===== config.mk =====
export PLATFORM = sky130hd
export DESIGN_NAME = orb_frame_reader
export DESIGN_NICKNAME = d
export VERILOG_FILES = /design/src/rtl/orb_frame_reader.sv
export SDC_FILE = /design/constraint.sdc
export NUM_CORES = 1
export LEC_CHECK = 0
export BUFFER_PORTS_ARGS = -buffer_cell sky130_fd_sc_hd__buf_4
export CAP_MARGIN = 20
export CORE_UTILIZATION = 40
export CTS_CLUSTER_SIZE = 40
export DETAILED_ROUTE_END_ITERATION = 8
export PLACE_DENSITY_LB_ADDON = 0.08
export SYNTH_ARGS = -nofsm -noshare
export SYNTH_HDL_FRONTEND = slang
export SYNTH_SLANG_ARGS = --single-unit
export TNS_END_PERCENT = 5

===== constraint.sdc =====
create_clock -name clk -period 4 [get_ports clk]
set_input_delay 0.4 -clock clk [delete_from_list [all_inputs] [get_ports clk]]
set_output_delay 0.4 -clock clk [all_outputs]
set_load 0.01 [all_outputs]

===== src/rtl/orb_frame_reader.sv =====
// Read side of the orbital packing RAM. On a frame request, reads FRAME_LEN words from the
// page the packer is not writing and streams them out over valid/ready through a 4-deep FIFO.
module orb_frame_reader #(
   parameter int unsigned ADDR_W    = 11,
   parameter int unsigned WORD_W    = 12,
   parameter int unsigned FRAME_LEN = 2048,
   parameter int unsigned RAM_LAT   = 1
) (
   input  logic              clk,
   input  logic              rst,
   input  logic              req,
   input  logic              SW,
   input  logic [WORD_W-1:0] RdData,
   output logic              RdEn,
   output logic [ADDR_W-1:0] RdAddr,
   output logic              RdPage,
   output logic [WORD_W-1:0] oWord,
   output logic              oValid,
   input  logic              iReady,
   output logic              busy,
   output logic              frameDone,
   output logic              overrun
);

   // One extra bit so FRAME_LEN = 2**ADDR_W still has a distinct terminal count.
   localparam int unsigned CntW = ADDR_W + 1;
   localparam logic [CntW-1:0] LastIdx = CntW'(FRAME_LEN - 1);

   typedef enum logic [1:0] {StIdle, StRead, StDrain} state_e;

   state_e            state_q, state_d;
   logic [CntW-1:0]   issue_q, issue_d;
   logic [CntW-1:0]   accept_q, accept_d;
   logic              page_q, page_d;
   logic              busy_q, busy_d;
   logic              frame_done;

   logic              req_meta, req_sync, req_d;
   logic              sw_meta, sw_sync, sw_d;
   logic              req_rise, sw_edge;

   logic [RAM_LAT-1:0] rd_pipe_q;
   logic [2:0]         in_flight;
   logic [3:0]         slots_used;
   logic               rd_en, push, pop;

   logic [WORD_W-1:0] mem_q [4];
   logic [1:0]        wr_ptr_q, rd_ptr_q;
   logic [2:0]        count_q;

   // Two-flop synchronisers for the asynchronous req and SW inputs, plus edge-detect delay.
   always_ff @(posedge clk or posedge rst) begin
      if (rst) begin
         req_meta <= 1'b0;
         req_sync <= 1'b0;
         req_d    <= 1'b0;
         sw_meta  <= 1'b0;
         sw_sync  <= 1'b0;
         sw_d     <= 1'b0;
      end else begin
         req_meta <= req;
         req_sync <= req_meta;
         req_d    <= req_sync;
         sw_meta  <= SW;
         sw_sync  <= sw_meta;
         sw_d     <= sw_sync;
      end
   end

   assign req_rise = req_sync & ~req_d;
   assign sw_edge  = sw_sync ^ sw_d;

   // Count reads still travelling through the RAM pipeline.
   always_comb begin
      in_flight = '0;
      for (int i = 0; i < int'(RAM_LAT); i++) begin
         in_flight = in_flight + 3'(rd_pipe_q[i]);
      end
   end

   // In-flight reads reserve FIFO space so a capture can never find the FIFO full.
   assign slots_used = {1'b0, count_q} + {1'b0, in_flight};
   assign rd_en      = (state_q == StRead) && (slots_used < 4'd4);
   assign push       = rd_pipe_q[RAM_LAT-1];
   assign oValid     = (count_q != 3'd0);
   assign pop        = oValid & iReady;

   // Frame sequencing: next state, counters, page latch and done pulse.
   always_comb begin
      state_d    = state_q;
      issue_d    = issue_q;
      accept_d   = accept_q;
      page_d     = page_q;
      busy_d     = busy_q;
      frame_done = 1'b0;
      case (state_q)
         StIdle: begin
            if (req_rise) begin
               state_d  = StRead;
               page_d   = ~sw_sync;
               issue_d  = '0;
               accept_d = '0;
               busy_d   = 1'b1;
            end
         end
         StRead: begin
            if (rd_en) begin
               issue_d = issue_q + 1'b1;
               if (issue_q == LastIdx) begin
                  state_d = StDrain;
               end
            end
            if (pop) begin
               accept_d = accept_q + 1'b1;
            end
         end
         StDrain: begin
            if (pop) begin
               accept_d = accept_q + 1'b1;
               if (accept_q == LastIdx) begin
                  state_d    = StIdle;
                  busy_d     = 1'b0;
                  frame_done = 1'b1;
               end
            end
         end
         default: state_d = StIdle;
      endcase
   end

   // FSM and frame counter registers.
   always_ff @(posedge clk or posedge rst) begin
      if (rst) begin
         state_q  <= StIdle;
         issue_q  <= '0;
         accept_q <= '0;
         page_q   <= 1'b0;
         busy_q   <= 1'b0;
      end else begin
         state_q  <= state_d;
         issue_q  <= issue_d;
         accept_q <= accept_d;
         page_q   <= page_d;
         busy_q   <= busy_d;
      end
   end

   // Shift read enables along so capture happens RAM_LAT edges after issue.
   always_ff @(posedge clk or posedge rst) begin
      if (rst) begin
         rd_pipe_q <= '0;
      end else begin
         rd_pipe_q[0] <= rd_en;
         for (int i = 1; i < int'(RAM_LAT); i++) begin
            rd_pipe_q[i] <= rd_pipe_q[i-1];
         end
      end
   end

   // Output FIFO; a simultaneous push and pop leaves the count unchanged.
   always_ff @(posedge clk or posedge rst) begin
      if (rst) begin
         for (int i = 0; i < 4; i++) begin
            mem_q[i] <= '0;
         end
         wr_ptr_q <= '0;
         rd_ptr_q <= '0;
         count_q  <= '0;
      end else begin
         if (push) begin
            mem_q[wr_ptr_q] <= RdData;
            wr_ptr_q        <= wr_ptr_q + 2'd1;
         end
         if (pop) begin
            rd_ptr_q <= rd_ptr_q + 2'd1;
         end
         case ({push, pop})
            2'b10:   count_q <= count_q + 3'd1;
            2'b01:   count_q <= count_q - 3'd1;
            default: count_q <= count_q;
         endcase
      end
   end

   assign RdEn      = rd_en;
   assign RdAddr    = issue_q[ADDR_W-1:0];
   assign RdPage    = page_q;
   assign oWord     = mem_q[rd_ptr_q];
   assign busy      = busy_q;
   assign frameDone = frame_done;
   assign overrun   = sw_edge & busy_q;

endmodule


==> metrics.txt, run 1 <==
outcome=complete, no violations; Hold Crit Class=input pin to async pin; htree depth=3; peak fanout along the critical path=5; Clock Tree Buf Depth=2; Worst-Margin Slew=0.939 ns; Crit Path Class=flop to output pin; antenna violation net count after detailed routing=0; Initial Util=41.2%; Buf/Inv on CP=1; area leader, netlist=dfrtp_1; clk slew on worst S/H paths=0.09 ns; sequential-to-total area share from yosys stat=53.2%; worst reg-to-reg path cell count=7; M1 GR Usage=20.6%; most frequent cell on the critical path=nor2_1; Hold Slack=0.0568 ns; FMAX=404 MHz; flops & latches, synth=90; share of the synthesized area in the top cell type=53.2%; GR Util All Layers=15.7%; FP Rows=37; critical path, cell by cell=ha_1 -> nand3_1 -> nor2_1 -> or4b_4 -> nor2_1 -> buf_4; postcts setup bufs=0; setup TNS=0 ns; final routed DRC violation total=0; Post-DP HPWL=5120 microns; clock tree sinks=90; Die W=105 microns; vias in the first global route=2,651; routed len/inst=15.1 microns; Area Overhead vs Synth=13.1%; FF-to-FF End=accept_q[11]; maximum vdd drop=240 uV; critical path depth=6; CP Launch Type=flop; Post-CTS Resized=0; Top delay family on crit path=simple AND/OR/NAND/NOR gates; share of cells above drive strength 1=33.7%; power share of the clock group=16.3%; period utilization=61.9%; Gate power share=39.0%; 1st-iter DRT viols=80; CORE AREA=10,300 sq um; Crit. End Element=output pin; fraction of registers with async set/reset=100%; CP peak stage delay=0.54 ns; gpl congestion=0.718; Cell Area, Synth=4230 sq um; Worst R2R Start=state_q[0]; Die Area=11,000 sq um; dominant synthesized flop cell=dfrtp_1; largest net degree at the start of global routing=61; slowest CP cell=or4b_4; CTS tree=done; sequential fraction of design power=44.7%; sw power=0.00114 W; switching part of the total=34.0%; Warnings, synthesis=0; TritonCTS Buffers=9; Final setup viols=0; Netlist cell types=39; antenna cells=0; final slew viol count=0; FILL cells=976; leading cell type by number of instances after synthesis=dfrtp_1; Hold Buf Count CTS=0; met2 Track Usage GR=24.9%; total gr overflow=0; Final Hold Viols=0; Synth top cells by count=90 x dfrtp_1, 48 x mux2_2, 26 x nor2_1; Setup Skew=0.00979 ns; crit path DAT=2.08 ns; antenna violations before repair=0; leak pwr=2.10 nW; EDFF count, synth=0; Syn Area/Cell=12.6 sq um; Root Buffer Master=clkbuf_8; Final min period=2.48 ns; RSZ-0062 raised after global routing=no; vias per inst=5.00; # port buffers=45; PD cells=704 nW/um^2; FF-to-FF setup slack=1.60 ns; P_int=0.00222 W; Worst-Skew Late Latency=0.36 ns; GRT met3 Usage=2.74%; Synth area leaders=dfrtp_1 53%, mux2_2 13%, mux4_2 6.4%, xnor2_1 3.3%, ha_1 3.0%; first-pass GRT wire length=13,100 microns; die height=105 microns; normalized max-slew margin=35.6%; via count=2,550; drt first pass iters=4; Syn Inst Count=336; WL final=7700 microns; Final nets=397; Max-cap violations=0; syn nets=364; I/O Pins=46; gr busiest metal=met2; Worst Path Required=3.60 ns
==> how the worst max path moves through the flow <==
stage / from / to / slack, ns
after global placement: state_q[0] / accept_q[11] / 1.72
final: accept_q[0] / frameDone / 1.52
after CTS: accept_q[0] / frameDone / 1.47
after global routing: accept_q[0] / frameDone / 1.35
after floorplan: rst / RdPage / 1.26
after detailed placement: state_q[0] / accept_q[11] / 1.61
==> metrics by stage <==
stage	util (%)	instance area, sq um	std cells	power (W)	setup slack, ns
after global routing	46.6	4790	510	0.00363	1.35
after floorplan	-	4230	336	0.00243	1.26
after global placement	44.9	4620	494	0.00283	1.72
final	46.6	4790	510	0.00337	1.52
after detailed placement	44.9	4620	494	0.00287	1.61
after CTS	46.6	4790	510	0.00342	1.47
==> flip-flops by register name, summed over array words and instances, names as in the netlist <==
signal	count
sw_sync	1
issue_q	12
sw_meta	1
req_d	1
state_q	2
mem_q	48
count_q	3
RdPage	1
req_meta	1
push	1
req_sync	1
wr_ptr_q	2
rd_ptr_q	2
busy	1
accept_q	12
sw_d	1
==> layout make-up <==
| cell class | instances | area, sq um | share of cell area (%) |
|---|---|---|---|
| clock inverters | 6 | 43.8 | 0.915 |
| inverters | 14 | 53.8 | 1.12 |
| multi-input cells | 208 | 1800 | 37.5 |
| well taps | 136 | 170 | 3.55 |
| clock buffers | 10 | 128 | 2.67 |
| repair buffers | 46 | 345 | 7.21 |
| flip-flops and latches | 90 | 2250 | 47.0 |
==> cells by family after synthesis <==
family / count (synthesis) / synth area share, %
mux: 62 / 19.7
xor+xnor: 27 / 5.59
compound gates: 21 / 3.07
flops: 90 / 53.2
fa+ha+maj: 11 / 3.43
buf+inv: 38 / 4.37
simple gates: 87 / 10.7
==> cells in the final DEF, fill, tap and decap left out, drive strengths merged <==
master    count
dfrtp        90
mux2         49
buf          46
nor2         26
nand2        21
xnor2        16
inv          13
mux4         12
o21ai        11
xor2         11
ha           10
clkbuf       10
nand3         8
clkinv        6
nand4         5
and3          4
nor4          4
a21oi         3
and2          3
nor3          3
nor4b         3
nand2b        2
and4          2
a31oi         2
nor3b         2
or3           1
or4b          1
o311ai        1
a22oi         1
nor4bb        1
mux2i         1
a211o         1
a211oi        1
nor2b         1
a221oi        1
fa            1
clkinvlp      1
==> power groups by stage <==
stage          registers [W]  logic, W  clock network [W]
2_1_floorplan        0.00140   0.00103                  0
3_3_place_gp         0.00152   0.00131                  0
3_5_place_dp         0.00153   0.00134                  0
4_1_cts              0.00151   0.00134           0.000574
5_1_grt              0.00156   0.00145           0.000619
6_report             0.00150   0.00132           0.000550
==> per-layer routing <==
metal / up-vias / part of all wire [%] / wire length, microns
met2: 42 / 47 / 3660
met3: 10 / 3.0 / 229
met1: 1272 / 47 / 3660
met5: - / 0 / 0
met4: 0 / 2.1 / 162
li1: 1226 / - / -
Power figures use the tool's default switching activity.
==> inputs of run 2 (changes only) <==
==> constraint.sdc (replaced) <==
create_clock -name clk -period 2.6 [get_ports clk]
set_input_delay 0.26 -clock clk [delete_from_list [all_inputs] [get_ports clk]]
set_output_delay 0.26 -clock clk [all_outputs]
set_load 0.01 [all_outputs]
==> run 2 against run 1 <==
Net effect:
- the flow now finishes with violations (hold timing)
- die area unchanged
- via count up 1.8%
- utilization up 1.2 points
- wire length down 0.22%
- critical endpoint unchanged
- highest routed layer unchanged
==> metrics.txt, run 2 (synthesis gave the netlist of run 1 again) <==
clock tree sinks=90 (unchanged); FP Rows=37 (unchanged); vias per inst=5.03 (was 5.00); Design Area, Final=4910 sq um (was 4790 sq um); most frequent cells in the layout=90 x dfrtp_1, 50 x buf_4, 48 x mux2_2 (was 90 x dfrtp_1, 48 x mux2_2, 46 x buf_4); clk slew on worst S/H paths=0.08 ns (was 0.09 ns); Max-cap violations=0 (unchanged); sequential fraction of design power=41.0% (was 44.7%); FILL cells=1,006 (was 976); Crit Path Class=flop to output pin (unchanged); Setup WS pre-CTS=0.370 ns (was 1.61 ns); Die W=105 microns (unchanged); Post-CTS Resized=0 (unchanged); critical path, cell by cell=ha_1 -> nand3_1 -> nor2_1 -> or4b_4 -> nor2_1 -> buf_4 (unchanged); crit path DAT=2.10 ns (was 2.08 ns); Largest Register=mem_q (unchanged); share of cells above drive strength 1=34.5% (was 33.7%); Largest regs=mem_q: 48 flops, accept_q: 12 flops, issue_q: 12 flops (unchanged); leak pwr=2.16 nW (was 2.10 nW); htree depth=3 (unchanged); peak fanout along the critical path=5 (unchanged); Setup Skew=0.00660 ns (was 0.00979 ns); Final min period=2.36 ns; Final Hold Viols=4 (was 0); slowest CP cell=or4b_4 (unchanged); post-layout util=47.8% (was 46.6%); antenna violations before repair=0 (unchanged); FMAX=424 MHz; CP Launch Point=accept_q[0] (unchanged); Top delay family on crit path=simple AND/OR/NAND/NOR gates (unchanged); Post-DP HPWL=4970 microns (was 5120 microns); Buf/Inv on CP=1 (unchanged); period utilization=90.7%; TritonCTS Buffers=9 (unchanged); setup TNS=0 ns (unchanged); sw power=0.00176 W (was 0.00114 W); switching part of the total=32.1% (was 34.0%); routed len/inst=14.9 microns (was 15.1 microns); 1st-iter DRT viols=63 (was 80); Multi-input gate area=1800 sq um (unchanged); Hold Crit Class=input pin to async pin (unchanged); final setup margin=0.241 ns (was 1.52 ns); Gate power share=39.3% (was 39.0%); CORE AREA=10,300 sq um (unchanged); CTS tree=done (unchanged); via count=2,596 (was 2,550); maximum vdd drop=394 uV (was 240 uV); Worst R2R Start=accept_q[0] (was state_q[0]); die height=105 microns (unchanged); vias in the first global route=2,678 (was 2,651); failing checks=hold timing; most common cell after layout, fill and taps aside=dfrtp_1 (unchanged); final slew viol count=0 (unchanged); RSZ-0062 raised after global routing=no (unchanged); Initial Util=41.2% (unchanged); Final setup viols=0 (unchanged); total power=0.00548 W (was 0.00337 W); GR Util All Layers=15.5% (was 15.7%); I/O Pins=46 (unchanged); antenna cells=0 (unchanged); PD cells=1110 nW/um^2 (was 704 nW/um^2); outcome=complete, but fails checks (was complete, no violations); most frequent cell on the critical path=nor2_1 (unchanged); Hold Slack=-0.00771 ns (was 0.0568 ns); Worst-Skew Late Latency=0.36 ns (about the same); Worst-Margin Slew=0.941 ns (was 0.939 ns); Final nets=404 (was 397); first-pass GRT wire length=13,100 microns (about the same); Area after DPL=4670 sq um (was 4620 sq um); # port buffers=45 (unchanged); Worst Path Required=2.34 ns (was 3.60 ns); drt first pass iters=4 (unchanged); Crit. End Element=output pin (unchanged); Register Area=2250 sq um (unchanged); P_int=0.00372 W (was 0.00222 W); Clock Tree Buf Depth=2 (unchanged); Area Overhead vs Synth=16.1% (was 13.1%); WL final=7690 microns (was 7700 microns); Die Area=11,000 sq um (unchanged); final routed DRC violation total=0 (unchanged); gpl congestion=0.753 (was 0.718); normalized max-slew margin=35.5% (was 35.6%); CP peak stage delay=0.54 ns (about the same); max reg flops=48 (unchanged); total gr overflow=0 (unchanged); power share of the clock group=19.6% (was 16.3%); Root Buffer Master=clkbuf_8 (unchanged); antenna violation net count after detailed routing=0 (unchanged); CP Launch Type=flop (unchanged); largest net degree at the start of global routing=53 (was 61)
[run 2: cell types whose count changed in the layout (fill, tap and decap cells not counted)]
cell           previous run  this run
buf_12                    0         1
buf_4                    46        50
clkinv_4                  3         0
clkinv_2                  3         1
clkbuf_1                  1         0
clkinvlp_4                1         2
bufinv_16                 0         2
dlygate4sd3_1             0         2
clkbuf_8                  9        11
[run 2: worst register-to-register path: stages, from the launching register on]
cell      delay (ns)
dfrtp_1         0.41
ha_1            0.19
nand3_1         0.11
nor2_1          0.24
or4b_4          0.54
a221oi_2        0.30
mux2_1          0.35
[run 2: metal layers]
| metal | global-route usage, % | part of all wire, % |
|---|---|---|
| met5 | 0 | 0 |
| met4 | 8.75 | 2.2 |
| met3 | 2.31 | 2.1 |
| met2 | 23.2 | 45 |
| met1 | 21.6 | 50 |
[run 2: cell type report]
cell class                      count  area share, %
Sequential cell                    90           45.8
Multi-Input combinational cell    208           36.5
Timing Repair Buffer               53           8.45
Tap cell                          136           3.46
Clock buffer                       11           3.08
Clock inverter                      4           1.53
Inverter                           14           1.09
[run 2: stage by stage]
stage	hold slack, ns	instances
after CTS	0.00633	516
after global placement	0.334	499
after floorplan	0.291	336
final	-0.00771	516
after detailed placement	0.335	499
after global routing	0.0323	516
[run 2: power groups by stage]
stage | clock [W] | combinational [W] | sequential [W]
6_report | 0.00108 | 0.00216 | 0.00225
2_1_floorplan | 0 | 0.00159 | 0.00215
5_1_grt | 0.00117 | 0.00238 | 0.00233
3_5_place_dp | 0 | 0.00219 | 0.00228
3_3_place_gp | 0 | 0.00215 | 0.00227
4_1_cts | 0.00113 | 0.00220 | 0.00225
[run 2: worst paths after layout]
kind / endpoint / slack [ns] / cells past startpoint
max: frameDone / 0.24 / 6
min: req_meta / -0.008 / 2
max reg2reg: state_q[0] / 0.35 / 6
min reg2reg: sw_sync / 0.35 / 0
max in group asynchronous: mem_q[36] / 1.91 / 3
min in group clk: mem_q[33] / 0.15 / 2
[run 2: repair_timing]
action	in CTS	in global routing
hold buffers	2	0
buffers inserted	0	0
endpoints found under the hold margin	2	0
endpoints found under the setup margin	0	0
